$ cat src/rtl/wide_add_seq.sv
// Multi-cycle wide adder: one 32-bit word per clock through a single shared adder.
// Optional signed-overflow output enabled by defining WIDE_ADD_SEQ_OVF_EN.
module wide_add_seq #(
  parameter int WORDS = 4
) (
  input  logic                  clk,
  input  logic                  rst_n,
  input  logic                  start,
  input  logic [32*WORDS-1:0]   a,
  input  logic [32*WORDS-1:0]   b,
  input  logic                  cin,
  output logic                  busy,
  output logic                  done,
  output logic [32*WORDS-1:0]   sum,
  output logic                  cout
`ifdef WIDE_ADD_SEQ_OVF_EN
  ,
  output logic                  ovf
`endif
);

  localparam int W  = 32 * WORDS;
  localparam int CW = (WORDS > 1) ? $clog2(WORDS) : 1;
  localparam logic [CW-1:0] LAST = CW'(WORDS - 1);

  typedef enum logic [1:0] {
    IDLE = 2'd0,
    RUN  = 2'd1,
    DONE = 2'd2
  } state_t;

  state_t          state;
  logic [CW-1:0]   cnt;
  logic            carry;
  logic [W-1:0]    a_q;
  logic [W-1:0]    b_q;
  logic [31:0]     a_w;
  logic [31:0]     b_w;
  logic [32:0]     add_res;

  logic accept;
  assign accept = (state == IDLE) && start;

  // NOTE: operand latches are pure datapath, written only on an accepted start and
  // never read before that, so they carry no reset.
  always_ff @(posedge clk) begin
    if (accept) begin
      a_q <= a;
      b_q <= b;
    end
  end

  // Shared 32-bit adder; the word counter selects the operand slice.
  always_comb begin
    a_w     = a_q[cnt*32 +: 32];
    b_w     = b_q[cnt*32 +: 32];
    add_res = {1'b0, a_w} + {1'b0, b_w} + {32'd0, carry};
  end

  // NOTE: every register here uses <= so all updates see pre-edge values.
  always_ff @(posedge clk or negedge rst_n) begin
    if (!rst_n) begin
      state <= IDLE;
      cnt   <= '0;
      carry <= 1'b0;
      busy  <= 1'b0;
      done  <= 1'b0;
      sum   <= '0;
      cout  <= 1'b0;
`ifdef WIDE_ADD_SEQ_OVF_EN
      ovf   <= 1'b0;
`endif
    end else begin
      done <= 1'b0;
      case (state)
        IDLE: begin
          if (start) begin
            state <= RUN;
            cnt   <= '0;
            carry <= cin;
            busy  <= 1'b1;
          end
        end
        RUN: begin
          sum[cnt*32 +: 32] <= add_res[31:0];
          carry             <= add_res[32];
          if (cnt == LAST) begin
            state <= DONE;
            busy  <= 1'b0;
            done  <= 1'b1;
            cout  <= add_res[32];
`ifdef WIDE_ADD_SEQ_OVF_EN
            // Carry into the MSB is recovered from the MSB sum bit and its operands.
            ovf   <= add_res[32] ^ (a_w[31] ^ b_w[31] ^ add_res[31]);
`endif
          end else begin
            cnt <= cnt + CW'(1);
          end
        end
        DONE: begin
          state <= IDLE;
        end
        default: begin
          state <= IDLE;
        end
      endcase
    end
  end

endmodule

$ cat config.mk
export PLATFORM = sky130hd
export DESIGN_NAME = wide_add_seq
export DESIGN_NICKNAME = d
export VERILOG_FILES = /design/src/rtl/wide_add_seq.sv
export SDC_FILE = /design/constraint.sdc
export NUM_CORES = 1
export LEC_CHECK = 0
export ABC_AREA = 1
export BUFFER_PORTS_ARGS = -buffer_cell sky130_fd_sc_hd__buf_2
export CAP_MARGIN = 20
export CELL_PAD_IN_SITES_DETAIL_PLACEMENT = 0
export CELL_PAD_IN_SITES_GLOBAL_PLACEMENT = 1
export CORE_MARGIN = 3
export CORE_UTILIZATION = 45
export CTS_CLUSTER_DIAMETER = 60
export DETAILED_ROUTE_END_ITERATION = 8
export PLACE_DENSITY = 0.84
export SKIP_LAST_GASP = 1
export SLEW_MARGIN = 20
export SYNTH_ARGS = -nofsm -noshare
export SYNTH_HDL_FRONTEND = slang
export SYNTH_SLANG_ARGS = --single-unit
$ cat constraint.sdc
create_clock -name clk -period 21.9 [get_ports clk]
set_input_delay 2.19 -clock clk [delete_from_list [all_inputs] [get_ports clk]]
set_output_delay 2.19 -clock clk [all_outputs]
set_load 0.05 [all_outputs]
**Word level (Yosys, flattened, before mapping)**

Index checks and enable logic that the tools add are counted.

- Input bits: 260
- Register bits after elaboration: 392
- Output and inout port bits: 131
- Word-level logic and storage cells: 44

- Equality and inequality tests: 5
- Muxes and demuxes: 14
- Add/sub/neg operators: 4
- Reduce and logical (&&, ||, !) cells: 8
- Shift operators: 4

Operators by type and width:

| kind | number |
|---|---|
| $shiftx 128x8->32 | 2 |
| $bwmux 128 | 1 |
| $shift 32x34->128 const A | 1 |
| $shiftx 32x34->128 | 1 |
| $neg 7->34 | 1 |
| $add 32x32->33 | 1 |
| $add 33x1->33 | 1 |
| $mux 2 | 4 |
| $pmux 2 s2 | 2 |
| $ne 2x2->1 const B | 3 |
| $reduce_and 2->1 | 3 |
| $reduce_and 3->1 | 2 |
| $mux 1 | 5 |
| $pmux 1 s2 | 2 |
| $add 2x1->2 const B | 1 |
| $eq 2x1->1 const B | 1 |
| $eq 2x2->1 const B | 1 |
| $logic_not 2->1 | 1 |
| $reduce_bool 2->1 | 1 |
| $logic_and 1x1->1 | 1 |

**Logic depth before layout (Yosys ltp)**

- Depth in word-level cells: 5
- Depth in mapped cells: 22
- Depth with buffers taken out: 18

**Least setup slack after synthesis**

No wires, ideal clock.

- Path kind: input-to-reg
- Start: input start
- End: register cnt[0]
- Setup time: 0.141 ns
- Path slack: 7.782 ns
- Cell stages on the path: 5
- Arrival time: 13.978 ns
- Cell sequence: nand2_1 -> nor2_1 -> inv_1 -> nand2_1 -> o21ai_0

- Longest elaborated chain between the ends: 2

RTL lines:

| element | RTL line | text |
|---|---|---|
| from (decl) | 8 | `input logic start,` |
| $ne 2x2->1 (no line) | n/a |  |
| $reduce_and 3->1 (no line) | n/a |  |
| to (signal assigned) | 97 | `cnt <= cnt + CW'(1);` |
| to (decl) | 33 | `logic [CW-1:0] cnt;` |

No other way between the ends.
A chain may end at the register's enable or synchronous reset.

**Final worst setup path**

- Start: input start
- End: register b_q[117], enable pin

- Longest elaborated chain between the ends: 1

RTL lines:

| element | RTL line | text |
|---|---|---|
| $logic_and 1x1->1 | 42 | `assign accept = (state == IDLE) && start;` |
| net accept | 41 | `logic accept;` |
| to (signal assigned) | 49 | `b_q <= b;` |
| to (decl) | 36 | `logic [W-1:0] b_q;` |

The timed path passes the listed nets, and every way through them passes these cells.

==> flow_summary_export.csv <==
group,metric,value,unit
worst_setup_path,criticalPathCategory,"in2reg",
layout,final_util,55.6,%
placement,gp_congestion,0.861,
worst_setup_path,worstPathArrival,5.37,ns
clocking,cts_setup_buffers,0,
worst_setup_path,cp.required,22.07,ns
layout,fin_cells,2623,
clocking,h-tree-depth,2,
global_route,grt_max_degree,91,
logic_synthesis,synth_flop_cell,"edfxtp_1",
clocking,root_buffer,"clkbuf_16",
run,maxCapViolations,0,
outcome,outcome,"complete, no violations",
logic_synthesis,ys.warnings.count,0,
logic_synthesis,synth-compound-area-share,8.76,%
routing,drc_errors,0,
placement,hpwl,34.6,mm
floorplan,ios,391,
routing,vias,13483,
placement,post-place-ws,15.84,ns
logic_synthesis,ys_ff_latch,392,
sta,fin_skew,0.0152,ns
logic_synthesis,synth.distinct_cells,37,
global_route,grt_first_pass_wirelength,73.2,mm
layout,num_antenna_cells,0,
worst_setup_path,r2r_slack,17.26,ns
sta,fin_ws,16.70,ns
logic_synthesis,synth-edff-count,256,
sta,setup_tns,0,ns
layout,layout.nets,2381,
global_route,antenna_found_initial,0,
logic_synthesis,ys_async_sr_fraction,34.7,%
logic_synthesis,synthSimpleGateAreaFrac,18.1,%
placement,portBuffers,390,
global_route,gr-usage-all-layers,23.3,%
clocking,tritoncts,"done",
logic_synthesis,synth_area,17200,µm²
sta,rsz0062_at_grt,"no",
layout,drive_above_1_share,24.1,%
clocking,numClockSinks,392,
floorplan,initial_core_util,45.7,%
clocking,clk_latency,0.55,ns
worst_setup_path,critPathLaunchType,"input port",
floorplan,fp.coreArea,37800,µm²
logic_synthesis,post_synth_fa_ha_maj_area_fraction,2.92,%
sta,slew_viol_final,0,
floorplan,row_count,71,
routing,wl_per_cell,18.3,µm
logic_synthesis,muxShareOfSynthArea,0,%
global_route,overflow,0,
logic_synthesis,synth_xor_area_share,0.936,%
routing,wl,48.1,mm
floorplan,dieHeight,202,µm
sta,fmax,192,MHz
logic_synthesis,synth_top_family_by_area,"simple AND/OR/NAND/NOR gates",
routing,firstDrtPassIters,6,
logic_synthesis,synth_seq_area_share,64.3,%
layout,area_growth,21.7,%
logic_synthesis,syn_nets,2006,
sta,fin_crit,5.20,ns
worst_setup_path,critPathCaptureType,"flop",
sta,worst_slew_pin_slew,1.04,ns
placement,dp_cells,2547,
worst_setup_path,worstRegToRegCells,18,
sta,slew_headroom,30.6,%
routing,ant_nets,0,
routing,via_per_inst,5.14,
clocking,cts_buffers,43,
worst_setup_path,crit_fanout,90,
clocking,clk_pin_slew,0.06,ns
sta,hold_viol,0,
routing,drt_iter0_markers,962,
floorplan,die-area,40700,µm²
clocking,ctsResizeCount,0,
worst_hold_path,min_path_cells,2,
logic_synthesis,syn_inst,1707,
clocking,hold_buffers,0,
clocking,cts_buffer_depth,3,
sta,fin_crit_sh,23.8,%
global_route,grt_pass1_vias,13075,
floorplan,die_w,202,µm
sta,setup_viol,0,
worst_hold_path,min_path_type,"reg2reg",
logic_synthesis,syn_area_per_cell,10.1,µm²
-- cell type report --
type / count / area, µm²
flip-flops and latches: 392 / 11100
fillers: 3356 / 16800
clock inverters: 15 / 95.1
multi-input cells: 1090 / 5310
clock buffers: 60 / 1200
well taps: 511 / 639
inverters: 148 / 558
repair buffers: 407 / 2100
-- per-layer routing --
metal,vias to the layer above,GRT usage (%),share of wire (%)
met5,-,0,0
met4,0,6.28,2.4
met3,70,4.77,7.3
met2,533,37.6,47
met1,6402,32.5,44
li1,6478,-,-
-- stage by stage --
step	cell area [µm²]	hold slack, ns
6_report	21000	0.477
5_1_grt	21000	0.502
4_1_cts	21000	0.481
3_5_place_dp	19700	0.464
3_3_place_gp	19700	0.454
2_1_floorplan	17200	0.533
-- worst max-delay path, cell delays in order --
cell and delay (ns):
buf_2 0.09, nand2_1 0.09, nor2_4 0.52, buf_4 0.72, buf_4 0.92, buf_6 0.72
-- layout by cell type, fill, tap and decap left out, types with 11 or more instances in the layout --
cell type / count
a21oi_1: 20
a22o_1: 14
buf_2: 389
buf_4: 15
clkbuf_1: 13
clkbuf_16: 45
dfrtp_1: 134
edfxtp_1: 256
ha_1: 37
inv_1: 136
inv_2: 11
nand2_1: 479
nand2_2: 13
nand3_1: 52
nand4_1: 27
nor2_1: 172
o21ai_0: 154
o21ai_1: 13
o22ai_1: 63
-- sequential cells by signal (all words and copies together) (netlist names) --
register	count
a_q	128
b_q	128
busy	1
carry	1
cnt	2
cout	1
done	1
state	2
sum	128
-- kinds of logic (layout without fill, tap and decap cells) --
group                      after synthesis  after routing
and+or+nand+nor                        765            765
DFF                                    392            392
AOI/OAI and AO/OA                      271            271
buffers and inverters                  225            630
adders and majority gates               39             39
xor gates and xnor gates                15             15
-- cells in the mapped netlist, types with 13 or more instances --
master / n / area [µm²]
o21ai_1: 13 / 65.1
ha_1: 37 / 463
o22ai_1: 63 / 394
nand2_1: 479 / 1800
a21oi_1: 20 / 100
nor2_1: 173 / 649
nand3_1: 52 / 260
nand4_1: 27 / 169
buf_2: 17 / 85.1
clkbuf_1: 51 / 191
nand2_2: 13 / 81.3
dfrtp_1: 136 / 3400
o21ai_0: 154 / 771
inv_1: 138 / 518
edfxtp_1: 256 / 7690
a22o_1: 14 / 123
-- final timing paths --
path / start / end
worst min register to register: sum[103] / sum[103]
max in group asynchronous: rst_n / cnt[0]
worst max-delay path: start / b_q[117]
worst max register to register: cnt[0] / sum[124]
worst min-delay path: sum[103] / sum[103]
min in group asynchronous: rst_n / sum[107]
Power is not shown: default switching activity piles up to over one toggle a cycle in this logic, so the estimate is an artifact.
